$ cat src/rtl/uart_rx.sv
// uart_rx: asynchronous serial receiver with 16x oversampling and a
// first-word-fall-through receive FIFO.
// Frame is 8N1 by default; defining UART_RX_PARITY_EN selects 8E1 and adds
// the PARITY state and the even-parity check that drives parity_err.
//
// state      | meaning
// -----------+----------------------------------------------------------
// IDLE       | line idle, waiting for a falling edge on rxd_s
// START      | qualifying the start bit at its midpoint (8th tick)
// DATA       | sampling 8 data bits LSB first, every 16th tick
// PARITY     | sampling the even-parity bit (UART_RX_PARITY_EN only)
// STOP       | sampling the stop bit at its midpoint
// WAIT_HIGH  | bad stop bit seen, waiting for the line to return high
module uart_rx #(
   parameter int BAUD_RATE  = 57_600,
   parameter int CLOCK_RATE = 50_000_000,
   parameter int FIFO_DEPTH = 16
) (
   input  logic       clk_rx,
   input  logic       rst_clk_rx_n,
   input  logic       rxd_i,
   input  logic       rd_en,
   output logic [7:0] rx_dout,
   output logic       rx_fifo_empty,
   output logic       frame_err,
   output logic       parity_err,
   output logic       overrun_err,
   output logic       rx_store_qual,
   output logic [1:0] rx_frame_indicator,
   output logic       rx_bit_indicator
);

   localparam int DIV = (CLOCK_RATE + 8 * BAUD_RATE) / (16 * BAUD_RATE);
   localparam int DW  = (DIV > 1) ? $clog2(DIV) : 1;
   localparam int AW  = $clog2(FIFO_DEPTH);

   typedef enum logic [2:0] {
      ST_IDLE,
      ST_START,
      ST_DATA,
`ifdef UART_RX_PARITY_EN
      ST_PARITY,
`endif
      ST_STOP,
      ST_WAIT_HIGH
   } state_t;

   state_t        state, state_nxt;
   logic [DW-1:0] baud_cnt;
   logic          baud_x16_en;
   logic          rxd_meta, rxd_s;
   logic [3:0]    os_cnt;
   logic          os_tc;
   logic [2:0]    bit_cnt;
   logic [7:0]    shift_reg;
   logic          bit_smp;
   logic [1:0]    frame_ind;
   logic          stop_smp;
   logic          par_bad;
   logic          wr_req;
   logic [7:0]    mem [FIFO_DEPTH];
   logic [AW:0]   wr_ptr, rd_ptr;
   logic          fifo_full, do_wr, do_rd;

   // Baud tick: down-counter reloads at terminal count, one pulse every DIV clocks
   always_ff @(posedge clk_rx or negedge rst_clk_rx_n) begin
      if (!rst_clk_rx_n)      baud_cnt <= DW'(DIV - 1);
      else if (baud_cnt == '0) baud_cnt <= DW'(DIV - 1);
      else                    baud_cnt <= baud_cnt - 1'b1;
   end

   assign baud_x16_en = (baud_cnt == '0);

   // Two-flop synchroniser, resets to the idle (high) line level
   always_ff @(posedge clk_rx or negedge rst_clk_rx_n) begin
      if (!rst_clk_rx_n) {rxd_s, rxd_meta} <= 2'b11;
      else               {rxd_s, rxd_meta} <= {rxd_meta, rxd_i};
   end

   assign os_tc = baud_x16_en && (os_cnt == 4'd15);

   // State register
   always_ff @(posedge clk_rx or negedge rst_clk_rx_n) begin
      if (!rst_clk_rx_n) state <= ST_IDLE;
      else               state <= state_nxt;
   end

   // Next-state decode plus bit-sample strobe and frame indicator
   always_comb begin
      state_nxt = state;
      bit_smp   = 1'b0;
      frame_ind = 2'b00;
      case (state)
         ST_IDLE: begin
            if (!rxd_s) state_nxt = ST_START;
         end
         ST_START: begin
            frame_ind = 2'b01;
            if (baud_x16_en && (os_cnt == 4'd7)) state_nxt = rxd_s ? ST_IDLE : ST_DATA;
         end
         ST_DATA: begin
            frame_ind = 2'b10;
            if (os_tc) begin
               bit_smp = 1'b1;
               if (bit_cnt == 3'd7) begin
`ifdef UART_RX_PARITY_EN
                  state_nxt = ST_PARITY;
`else
                  state_nxt = ST_STOP;
`endif
               end
            end
         end
`ifdef UART_RX_PARITY_EN
         ST_PARITY: begin
            frame_ind = 2'b11;
            if (os_tc) begin
               bit_smp   = 1'b1;
               state_nxt = ST_STOP;
            end
         end
`endif
         ST_STOP: begin
            frame_ind = 2'b11;
            if (os_tc) begin
               bit_smp   = 1'b1;
               state_nxt = rxd_s ? ST_IDLE : ST_WAIT_HIGH;
            end
         end
         ST_WAIT_HIGH: begin
            if (rxd_s) state_nxt = ST_IDLE;
         end
         default: state_nxt = ST_IDLE;
      endcase
   end

   // Oversample counter restarts on every state change so each phase is timed from its entry
   always_ff @(posedge clk_rx or negedge rst_clk_rx_n) begin
      if (!rst_clk_rx_n)          os_cnt <= 4'd0;
      else if (state_nxt != state) os_cnt <= 4'd0;
      else if (baud_x16_en)       os_cnt <= os_cnt + 4'd1;
   end

   // Data bit counter and LSB-first shift register
   always_ff @(posedge clk_rx or negedge rst_clk_rx_n) begin
      if (!rst_clk_rx_n) begin
         bit_cnt   <= 3'd0;
         shift_reg <= 8'h00;
      end else if (state != ST_DATA) begin
         bit_cnt   <= 3'd0;
      end else if (bit_smp) begin
         bit_cnt   <= bit_cnt + 3'd1;
         shift_reg <= {rxd_s, shift_reg[7:1]};
      end
   end

`ifdef UART_RX_PARITY_EN
   logic par_bit;

   // Captured parity bit, checked against the data at the stop-bit sample
   always_ff @(posedge clk_rx or negedge rst_clk_rx_n) begin
      if (!rst_clk_rx_n)                     par_bit <= 1'b0;
      else if (bit_smp && state == ST_PARITY) par_bit <= rxd_s;
   end

   assign par_bad = (^shift_reg) ^ par_bit;
`else
   assign par_bad = 1'b0;
`endif

   assign stop_smp = bit_smp && (state == ST_STOP);

   // Frame verdict: write request and error pulses, one cycle after the stop sample
   always_ff @(posedge clk_rx or negedge rst_clk_rx_n) begin
      if (!rst_clk_rx_n) begin
         wr_req      <= 1'b0;
         frame_err   <= 1'b0;
         overrun_err <= 1'b0;
      end else begin
         wr_req      <= stop_smp && rxd_s && !par_bad;
         frame_err   <= stop_smp && !rxd_s;
         overrun_err <= wr_req && fifo_full && !rd_en;
      end
   end

`ifdef UART_RX_PARITY_EN
   logic par_err_q;

   // Parity error pulse aligned with frame_err
   always_ff @(posedge clk_rx or negedge rst_clk_rx_n) begin
      if (!rst_clk_rx_n) par_err_q <= 1'b0;
      else               par_err_q <= stop_smp && par_bad;
   end

   assign parity_err = par_err_q;
`else
   assign parity_err = 1'b0;
`endif

   assign rx_fifo_empty = (wr_ptr == rd_ptr);
   assign fifo_full     = (wr_ptr[AW] != rd_ptr[AW]) && (wr_ptr[AW-1:0] == rd_ptr[AW-1:0]);
   assign do_rd         = rd_en && !rx_fifo_empty;
   assign do_wr         = wr_req && (!fifo_full || rd_en);

   // FIFO pointers; extra MSB separates full from empty
   always_ff @(posedge clk_rx or negedge rst_clk_rx_n) begin
      if (!rst_clk_rx_n) begin
         wr_ptr <= '0;
         rd_ptr <= '0;
      end else begin
         if (do_wr) wr_ptr <= wr_ptr + (AW + 1)'(1);
         if (do_rd) rd_ptr <= rd_ptr + (AW + 1)'(1);
      end
   end

   // FIFO storage; shift_reg is stable until the next frame's data phase
   always_ff @(posedge clk_rx) begin
      if (do_wr) mem[wr_ptr[AW-1:0]] <= shift_reg;
   end

   assign rx_dout            = rx_fifo_empty ? 8'h00 : mem[rd_ptr[AW-1:0]];
   assign rx_store_qual      = baud_x16_en;
   assign rx_frame_indicator = frame_ind;
   assign rx_bit_indicator   = bit_smp;

endmodule

$ cat config.mk
export PLATFORM = sky130hd
export DESIGN_NAME = uart_rx
export DESIGN_NICKNAME = d
export VERILOG_FILES = /design/src/rtl/uart_rx.sv
export SDC_FILE = /design/constraint.sdc
export NUM_CORES = 1
export LEC_CHECK = 0
export BUFFER_PORTS_ARGS = -buffer_cell sky130_fd_sc_hd__buf_4
export CAP_MARGIN = 20
export CORE_MARGIN = 2
export CORE_UTILIZATION = 45
export DETAILED_ROUTE_END_ITERATION = 7
export PLACE_DENSITY = 0.71
export SYNTH_ARGS = -nofsm -noshare
export SYNTH_HDL_FRONTEND = slang
export SYNTH_SLANG_ARGS = --single-unit
$ cat constraint.sdc
create_clock -name clk_rx -period 2.27 [get_ports clk_rx]
set_clock_uncertainty 0.2 [all_clocks]
set_input_delay 0 -clock clk_rx [delete_from_list [all_inputs] [get_ports clk_rx]]
set_output_delay 0 -clock clk_rx [all_outputs]
set_load 0.01 [all_outputs]
## Yosys cells after proc, flatten, opt, wreduce, memory -nomap -nowiden

Memories as Yosys holds them, arrays and structs flattened.
Index checks and enable logic that the tools add are counted.

- Register bits: 39
- Output and inout port bits: 16
- Memory bits (read-only): 0
- Logic and storage cells: 72
- Latch bits: 0
- Input port bits: 4
- Memories kept: 1
- Memory bits (writable): 128

- Shifts and indexed selects: 0
- Bitwise gates (word level): 1
- Divide/modulo/power cells: 0
- Eq/ne operators: 12
- Add/subtract/negate cells: 5
- Muxes and demuxes: 20
- Magnitude comparators: 0
- $mul: 0
- Reduce and logical (&&, ||, !) cells: 21

Memory list:

| memory | words | width | rd ports | clocked after memory_dff | wr ports | line | source |
|---|---|---|---|---|---|---|---|
| mem | 16 | 8 | 1 | 0 | 1 | 61 | `logic [7:0] mem [FIFO_DEPTH];` |

Operator list:

| cell | count |
|---|---|
| $mux W3 | 9 |
| $pmux W3 S5 | 1 |
| $add A5 B1 Y5 const B | 2 |
| $logic_and A1 B1 Y1 | 10 |
| $mux W4 | 2 |
| $mux W8 | 1 |
| $eq A3 B2 Y1 const B | 2 |
| $eq A3 B3 Y1 const B | 2 |
| $logic_not A6 Y1 | 1 |
| $mux W6 | 1 |
| $pmux W2 S3 | 1 |
| $sub A6 B1 Y6 const B | 1 |
| $eq A5 B5 Y1 | 1 |
| $add A4 B1 Y4 const B | 1 |
| $eq A4 B3 Y1 const B | 1 |
| $eq A4 B4 Y1 | 1 |
| $eq A4 B4 Y1 const B | 1 |
| $logic_not A1 Y1 | 4 |
| $mux W1 | 4 |
| $reduce_bool A2 Y1 | 2 |
| $add A3 B1 Y3 const B | 1 |
| $eq A3 B1 Y1 const B | 1 |
| $logic_not A3 Y1 | 1 |
| $ne A3 B2 Y1 const B | 1 |
| 7 further kinds | 7 |

## Longest topological paths before layout

- Word-level depth: 7
- Gate-level depth with buffers: 7
- Gate-level depth less buffers: 6

## Least setup slack after synthesis

OpenSTA, ideal clock, no wires.

- Kind: register to register
- From: register rd_ptr[0]
- To: memory mem[3][0], enable pin
- Arrival time: 1686 ps
- Buffers on the path: 1
- Library setup time: 383 ps
- Data required time: 1687 ps
- Clock period less this slack: 2269 ps
- Path slack: 1 ps
- Cell stages (with the launch flop): 6
- Path through: dfrtp_1 -> buf_2 -> xnor2_1 -> nand4_1 -> o211ai_1 -> nor3_1

- Word-level cells in the longest chain between the ends: 7

RTL lines:

| element | line | source |
|---|---|---|
| from (decl) | 62 | `logic [AW:0] wr_ptr, rd_ptr;` |
| from (signal assigned) | 212 | `if (do_rd) rd_ptr <= rd_ptr + (AW + 1)'(1);` |
| $eq A4 B4 Y1 | 201 | `assign fifo_full = (wr_ptr[AW] != rd_ptr[AW]) && (wr_ptr[AW-1:0] == rd_ptr[AW-1:0]);` |
| $logic_and A1 B1 Y1 | 201 |  |
| $logic_not A1 Y1 | 203 | `assign do_wr = wr_req && (!fifo_full \|\| rd_en);` |
| $logic_or A1 B1 Y1 | 203 |  |
| $logic_and A1 B1 Y1 | 203 |  |
| $mux W1 | 218 | `if (do_wr) mem[wr_ptr[AW-1:0]] <= shift_reg;` |
| $mux W1 (not written as such) | 218 |  |
| to (decl) | 61 |  |

Every way passes these cells.

## Worst setup path after layout

- From: register rd_ptr[0]
- To: output rx_dout[7]

- Word-level cells in the longest chain between the ends: 2
- Elaborated cells on any way between the ends: 3

RTL lines:

| element | line | source |
|---|---|---|
| $mem_v2 Z16 W8 / $eq A5 B5 Y1 (equally long branches) | - |  |
| $mux W8 (*) | 221 | `assign rx_dout = rx_fifo_empty ? 8'h00 : mem[rd_ptr[AW-1:0]];` |
| to (decl) | 23 | `output logic [7:0] rx_dout,` |

Every way passes the cells marked *; elsewhere a longest branch is shown, timed or not.

==> metrics.yaml <==
outcome:
  status: "complete, but fails checks"
  violations: "setup timing"
synth:
  ys_types: 41
  ys_ff_latch: 167
  syn_nets: 395
  yosys_warnings: 0
  synth_edf_count: 128
  synthFlopType: "edfxtp_1"
  syn_inst: 382
  syn_avg_cell_area_um2: 17.8
  ys_seq_area_share_pct: 71.0
  synth_area_mm2: 0.00680
  async_flop_share_pct: 23.4
worst_setup_path:
  slowest_delay_ps: 570
  cp_slowest_cell: "dfrtp_4"
  start_kind: "register"
  critPathBufInv: 2
  worst_setup_path_end_kind: "output port"
  critPathKind: "register to output port"
  cpLargestDelayFamily: "flip-flops"
  crit_required_ps: 2070
  crit_fanout: 6
  cp_cell_sequence: "buf_12, mux4_2, a22oi_2, a21oi_1, buf_4"
  cp_data_arrival_time_ps: 2180
timing:
  maxSlewViolCount: 0
  fin_crit_sh_pct: 105
  hold_viol: 0
  relSlewSlack_pct: 46.0
  rsz0062_at_grt: "yes"
  worst_pin_slew_ps: 807
  fmaxAchievable_mhz: 420
  tns_ps: -701
  finalSetupViolCount: 8
  fin_ws_ps: -112
  fin_crit_ps: 2380
cts:
  clock_latency_ps: 420
  cts.sinks: 167
  cts.path.max_buffers: 2
  path_clk_slew_ps: 60
  h-tree-depth: 4
  cts_tree: "built"
  cts_buffers: 17
  clockRootBuffer: "clkbuf_16"
final_layout:
  final_common_cell: "edfxtp_1"
  layout_common_cells: "edfxtp_1 (128), buf_4 (45), mux4_2 (32), dfrtp_1 (32), clkbuf_16 (21)"
  drive_gt1_share_pct: 36.3
  layoutNonFillerInstCount: 639
  final_core_util_pct: 56.4
  diodes: 0
  largest_register_ffs: 128
  multi_input_area_mm2: 0.00197
  area_delta_synth_final_pct: 21.6
  regArea_mm2: 0.00483
  nNetsFinal: 455
  final_area_mm2: 0.00826
  fillers: 1099
power:
  netSwitchingFraction_pct: 24.3
  power_per_cell_area_mw_per_mm2: 934
  clkPwrFrac_pct: 38.1
  ir_drop_mv: 0.601
  p_comb_share_pct: 17.8
  p_sw_mw: 1.87
  leakage_nw: 3.34
  power.internal_mw: 5.84
  p_seq_share_pct: 44.1
place:
  place_area_mm2: 0.00730
  routabilityCongestion: 0.779
  dpl.hpwl_um: 7990
  io_buffers: 18
  place_inst: 593
drt:
  finalWirelength_um: 13300
  dr_wl_met3_um: 746
  route.top_layer_used: "met4"
  vias: 3557
  drc: 0
  met2_length_um: 6620
  drt_iter0_drc: 298
  drt-pass1-iter-count: 4
  routedWlPerCell_um: 20.8
  drt-met1-wl_um: 5860
  drt.antenna.violating_nets: 0
  viasPerCell: 5.57
floorplanning:
  rows: 44
  initial_core_util_pct: 46.4
  io_pins: 20
  die_w_um: 127
  die_y_um: 127
  die_area_mm2: 0.0161
  placeableCoreArea_mm2: 0.0146
grt:
  grt_overflow: 0
  grt_max_degree: 35
  antenna_found_initial: 0
  grt_pass1_wl_um: 20600
  grt_usage_pct: 17.5
  grt_pass1_vias: 3639
min_path:
  hold_path_class: "input port to register"
run:
  cap_violations: 0
cells in the mapped netlist, types with 5 or more instances:
library cell	count	share of area, %
a22oi_1	16	1.8
nor3_1	7	0.52
nor2_1	17	0.94
a21oi_1	14	1.0
and3_1	14	1.3
xnor2_1	18	2.3
nor2b_1	7	0.64
xor2_1	5	0.64
mux2_2	10	1.7
clkbuf_1	6	0.33
buf_2	8	0.59
ha_1	9	1.7
dfstp_2	6	2.3
mux4_2	32	11
inv_1	9	0.50
dfrtp_1	33	12
edfxtp_1	128	57
per-stage QoR:
stage          hold slack, ps  setup WS [ps]  power (mW)
2_1_floorplan            -496          0.591        4.14
3_3_place_gp             -210            167        4.45
3_5_place_dp             -204           72.1        4.46
4_1_cts                  27.2           -114        7.66
5_1_grt                  40.6           -169        8.00
6_report                 42.1           -112        7.72
worst reg2reg max path: cells and delay by family, from the launching register on:
family | cells | cell delay (ps)
buffers and inverters | 2 | 370
AOI/OAI and AO/OA | 1 | 260
and+or+nand+nor | 2 | 370
xor gates and xnor gates | 1 | 200
DFF | 1 | 590
metal layers:
layer / track usage, % / vias up
met5: 0 / -
met4: 6.21 / 0
met3: 3.33 / 8
met1: 23.6 / 1834
met2: 28.6 / 101
li1: - / 1614
power by group through the flow:
stage	combinational (mW)	sequential [mW]	clock (mW)
2_1_floorplan	0.744	3.40	0
3_3_place_gp	1.04	3.41	0
3_5_place_dp	1.05	3.41	0
4_1_cts	1.28	3.39	2.98
5_1_grt	1.47	3.41	3.11
6_report	1.37	3.41	2.94
worst paths after layout:
kind	start	endpoint	slack, ps	depth (start not counted)
max in group asynchronous	rst_clk_rx_n	rd_ptr[0]	1190	4
worst max register to register	rd_ptr[0]	mem[4][1]	40	6
min in group asynchronous	rst_clk_rx_n	baud_cnt[2]	470	3
worst max-delay path	rd_ptr[0]	rx_dout[7]	-110	5
worst min-delay path	rxd_i	rxd_meta	40	2
worst min register to register	rxd_meta	rxd_s	170	0
kinds of logic (layout without fill, tap and decap cells):
family          Yosys count  count (layout)  synth area share (%)
fa+ha+maj                 9               9                  1.66
compound gates           43              43                  4.20
buf+inv                  27             100                  1.71
simple gates             68              68                  5.84
mux                      44              44                  12.6
other cells               1               1                0.0552
xor+xnor                 23              23                  2.96
flops                   167             167                  71.0
what timing repair did:
action,CTS,global route
hold buffers,5,0
gates resized for setup,21,16
pin swaps,4,7
cloned,3,2
buffers inserted,2,2
hold endpoints to repair,46,0
endpoints found under the setup margin,9,122
area by class of cell:
| cell class | instances | share of cell area [%] |
|---|---|---|
| clock buffers | 28 | 7.00 |
| clock inverters | 4 | 0.606 |
| inverters | 9 | 0.409 |
| multi-input cells | 188 | 23.8 |
| flip-flops and latches | 167 | 58.5 |
| well taps | 184 | 2.79 |
| repair buffers | 59 | 6.90 |
Note: power is estimated with default switching activity, not from simulation.
